**src/rtl/cntr_n_if.sv**
```systemverilog
`default_nettype none
// ----------------------------------------------------------------------------
// Module  : cntr_n_if
// Brief   : Control/data bundle for the cntr_n loadable up/down counter.
// Revision: 1.0 - initial release
// ----------------------------------------------------------------------------
interface cntr_n_if #(
   parameter int WIDTH = 8
);
   logic             en;
   logic             load;
   logic             inc;
   logic [WIDTH-1:0] d_in;
   logic [WIDTH-1:0] d_out;
   logic [2:0]       o_state;
   logic             o_bound;

   modport master (
      output en, load, inc, d_in,
      input  d_out, o_state, o_bound
   );

   modport slave (
      input  en, load, inc, d_in,
      output d_out, o_state, o_bound
   );
endinterface
`default_nettype wire

```
**src/rtl/cntr_n.sv**
```systemverilog
`default_nettype none
// ----------------------------------------------------------------------------
// Module  : cntr_n
// Brief   : Parametrised loadable up/down counter, six-state phase FSM,
//           wrap or saturate arithmetic and a registered boundary flag.
// Revision: 1.0 - initial release
// ----------------------------------------------------------------------------
module cntr_n #(
   parameter int WIDTH    = 8,
   parameter bit SATURATE = 1'b0
) (
   input  wire          clk,
   input  wire          reset,
   cntr_n_if.slave      bus
);

   typedef enum logic [2:0] {
      S_IDLE = 3'b000,
      S_LOAD = 3'b001,
      S_INC  = 3'b010,
      S_INC2 = 3'b011,
      S_DEC  = 3'b100,
      S_DEC2 = 3'b101
   } state_t;

   localparam logic [WIDTH-1:0] c_CNT_MAX  = {WIDTH{1'b1}};
   localparam logic [WIDTH-1:0] c_CNT_ZERO = {WIDTH{1'b0}};
   localparam logic [WIDTH-1:0] c_CNT_ONE  = {{(WIDTH-1){1'b0}}, 1'b1};

   state_t           state_q, state_d;
   logic [WIDTH-1:0] count_q, count_d;
   logic             bound_q, bound_d;
   logic             w_illegal;

   assign w_illegal = (state_q == state_t'(3'b110)) || (state_q == state_t'(3'b111));

   always_ff @(posedge clk) begin
      if (reset) begin
         state_q <= S_IDLE;
         count_q <= c_CNT_ZERO;
         bound_q <= 1'b0;
      end else begin
         state_q <= state_d;
         count_q <= count_d;
         bound_q <= bound_d;
      end
   end

   always_comb begin
      state_d = state_q;
      count_d = count_q;
      bound_d = 1'b0;
      // An unreachable code is scrubbed back to IDLE even while disabled.
      if (w_illegal) begin
         state_d = S_IDLE;
      end else if (bus.en) begin
         if (bus.load) begin
            state_d = S_LOAD;
            count_d = bus.d_in;
         end else if (bus.inc) begin
            state_d = (state_q == S_INC) ? S_INC2 : S_INC;
            if (count_q == c_CNT_MAX) begin
               bound_d = 1'b1;
               count_d = SATURATE ? c_CNT_MAX : c_CNT_ZERO;
            end else begin
               count_d = count_q + c_CNT_ONE;
            end
         end else begin
            state_d = (state_q == S_DEC) ? S_DEC2 : S_DEC;
            if (count_q == c_CNT_ZERO) begin
               bound_d = 1'b1;
               count_d = SATURATE ? c_CNT_ZERO : c_CNT_MAX;
            end else begin
               count_d = count_q - c_CNT_ONE;
            end
         end
      end
   end

   assign bus.d_out   = count_q;
   assign bus.o_state = state_q;
   assign bus.o_bound = bound_q;

endmodule
`default_nettype wire
```
**src/flat_wrapper.sv**
```systemverilog
// flat-port wrapper written by rule: the top's interface ports become plain ports
module cntr_n_flat 
#(
   parameter int WIDTH    = 8,
   parameter bit SATURATE = 1'b0
)
  (clk, reset, bus_en, bus_load, bus_inc, bus_d_in, bus_d_out, bus_o_state, bus_o_bound);
  cntr_n_if #(.WIDTH(WIDTH)) bus_i ();
  input  wire clk;
  input  wire reset;
  input wire logic [$bits(bus_i.en)-1:0] bus_en;
  input wire logic [$bits(bus_i.load)-1:0] bus_load;
  input wire logic [$bits(bus_i.inc)-1:0] bus_inc;
  input wire logic [$bits(bus_i.d_in)-1:0] bus_d_in;
  output wire logic [$bits(bus_i.d_out)-1:0] bus_d_out;
  output wire logic [$bits(bus_i.o_state)-1:0] bus_o_state;
  output wire logic [$bits(bus_i.o_bound)-1:0] bus_o_bound;
  assign bus_i.en = bus_en;
  assign bus_i.load = bus_load;
  assign bus_i.inc = bus_inc;
  assign bus_i.d_in = bus_d_in;
  assign bus_d_out = bus_i.d_out;
  assign bus_o_state = bus_i.o_state;
  assign bus_o_bound = bus_i.o_bound;
  cntr_n #(.WIDTH(WIDTH), .SATURATE(SATURATE)) u_core (.clk(clk), .reset(reset), .bus(bus_i));
endmodule
```
**config.mk**
```make
export PLATFORM = sky130hd
export DESIGN_NAME = cntr_n_flat
export DESIGN_NICKNAME = d
export VERILOG_FILES = /design/src/rtl/cntr_n_if.sv /design/src/rtl/cntr_n.sv /design/src/flat_wrapper.sv
export SDC_FILE = /design/constraint.sdc
export NUM_CORES = 1
export LEC_CHECK = 0
export CORE_MARGIN = 8
export CORE_UTILIZATION = 50
export CTS_CLUSTER_DIAMETER = 30
export DETAILED_ROUTE_END_ITERATION = 8
export MAX_ROUTING_LAYER = met4
export PLACE_DENSITY_LB_ADDON = 0.15
export SYNTH_ARGS = -nofsm -noshare
export SYNTH_HDL_FRONTEND = slang
export SYNTH_SLANG_ARGS = --single-unit
```
**constraint.sdc**
```tcl
create_clock -name clk -period 2.65 [get_ports clk]
set_clock_uncertainty 0.2 [all_clocks]
set_input_delay 0.3975 -clock clk [delete_from_list [all_inputs] [get_ports clk]]
set_output_delay 0.3975 -clock clk [all_outputs]
set_load 0.05 [all_outputs]
```
==> results.ini <==
[finish]
fin_cells=180
diodes=0
area_growth_pct=26.1
final_nets=170
layout-drive-gt1-share=0.105
stdcell_area_um2=1280
fin_util=0.659

[floorplanning]
dieArea_um2=3730
fp.dieH_um=61.1
initial_core_util=0.523
core_um2=1940
rows=16
ios=25
fp.dieW_um=61.1

[power_and_ir_drop]
p_leak_uw=0.000441
max-vdd-ir-drop_v=0.000362
powerDensity_nw_per_um2=470
power_uw=602

[logic_synthesis]
syn_avg_cell_area_um2=7.69
ys.warnings.count=0
ys_async_sr_fraction=0
ys_seq_elements=12
syn-cell-area_um2=1010
postSynthCellCount=132
yosysSeqAreaShare=0.237
synth_cell_types=45
ys.flop_type=dfxtp_1
synth_edf_count=0
synthesis.nets=148

[timing]
grt_setup_unrepaired=false
fin_crit_ns=2.42
fmax_mhz=413
fin_tns_setup_ns=0
hold_viol=0
worstMarginPinSlew_ns=0.513
drv_slew=0
post-route-period-util=0.915
max_slew_margin=0.657
setup_violations=0

[routing]
wl_met1_um=1190
routed_wl_um=2930
top_layer_used=met4
vias=1106
antenna_left=0
drt-pass1-iter-count=5
wl_per_cell_um=16.3
dr_wl_met3_um=281
routed_via_density=6.14
drt_iter0_drc=82
drc=0
dr_wl_met2_um=1360

[worst_hold_path]
hp-class=reg -> reg
holdCritStartpoint=u_core.bus.o_state[0]

[placed_design]
dpl.hpwl_um=2160
place_congestion=0.967
place_inst=176
numPortBuffers=24
dpl_cell_area_um2=1240

[worst_setup_path]
path_cells=clkdlybuf4s50_1
r2r-start=u_core.bus.d_out[0]
critPathLaunch=u_core.bus.d_out[2]
crit_slowest_cell=clkdlybuf4s50_1
path_buf_inv=1
critical-path-top-delay-family=buffers and inverters
critPathLaunchType=flop
path_class=reg -> out
critPathMaxFanout=14
arrival_ns=1.83
end_kind=output port
cp.required_ns=2.05
slowest_delay_ns=0.90

[clock_network]
cts_tree=done
clk_latency_ns=0.28
root_buffer=clkbuf_4
cts_hold_buf=0
numCtsBuffers=3
post-cts-setup-buffers=0
clk_pin_slew_worst_paths_ns=0.08
clkSinkCount=12
htree_levels=1
clockBufferDepth=2
ctsResizeCount=0

[global_routing]
grt_max_degree=15
antenna_found_initial=0
grt_pass1_wl_um=4820
first_global_vias=1074
track_usage=0.170
overflow=0

[run]
drv_cap=0

[status]
status=finished, final reports clean

==> sequential cells by signal, indices dropped and copies added (netlist names) <==
name / flops
u_core.bus.o_bound: 1
u_core.bus.d_out: 8
u_core.bus.o_state: 3
==> worst paths after layout <==
path | to | slack (ns) | depth (start not counted)
worst max-delay path | bus_d_out[2] | 0.23 | 1
worst min-delay path | u_core.bus.o_state[0] | 0.36 | 2
worst max register to register | u_core.bus.d_out[6] | 0.49 | 7
worst min register to register | u_core.bus.o_state[0] | 0.36 | 2
==> synth_stat cells (all sizes together), types with 7 or more instances <==
cell type | count | area share
nand2 | 14 | 0.054
dfxtp | 12 | 0.24
buf | 9 | 0.063
nor3 | 8 | 0.054
nand3 | 7 | 0.035
nor2 | 11 | 0.043
inv | 7 | 0.026
a21oi | 10 | 0.049
o21ai | 10 | 0.049
==> logic make-up after synthesis <==
| family | share of synthesized area |
|---|---|
| buf+inv | 0.0925 |
| flops | 0.237 |
| xor+xnor | 0.0345 |
| fa+ha+maj | 0.0370 |
| compound gates | 0.268 |
| mux | 0.0296 |
| simple gates | 0.302 |
==> final cells by class <==
cell class              instances  area, um^2
clock buffers                   4        36.3
multi-input cells             103         681
repair buffers                 27         263
inverters                       7        26.3
flip-flops and latches         12         240
fillers                       169         662
well taps                      27        33.8
==> through the flow <==
step           hold WS, ns  setup WS, ns
3_3_place_gp         0.337         0.549
3_5_place_dp         0.347         0.507
4_1_cts              0.360         0.235
6_report             0.361         0.226
2_1_floorplan        0.371         0.441
5_1_grt              0.413         0.156
==> power by group <==
part           switching, uW  total (uW)  internal [uW]  leakage (uW)
Combinational            129         223           93.8      0.000321
Clock                   69.1         153           83.6     0.0000210
Sequential              33.7         226            193     0.0000987
==> routing by layer <==
metal,GRT usage,vias to the layer above
li1,-,533
met5,-,-
met1,0.208,480
met3,0.0355,16
met2,0.264,77
met4,0.0664,0
==> placed cells by master (no fill, tap or decap), drive strengths merged, types with 2 or more instances in the layout <==
cell	instances
o21ai	10
a221oi	3
nor3	8
nand3b	2
nor2	11
inv	7
nand2b	2
nand2	14
nor2b	2
clkdlybuf4s50	24
dfxtp	12
a21oi	10
buf	3
mux2i	3
nand4	2
o32ai	2
ha	3
a211oi	3
xnor2	3
nand3	7
o31ai	2
clkbuf	4
(Power assumes the default switching activity.)
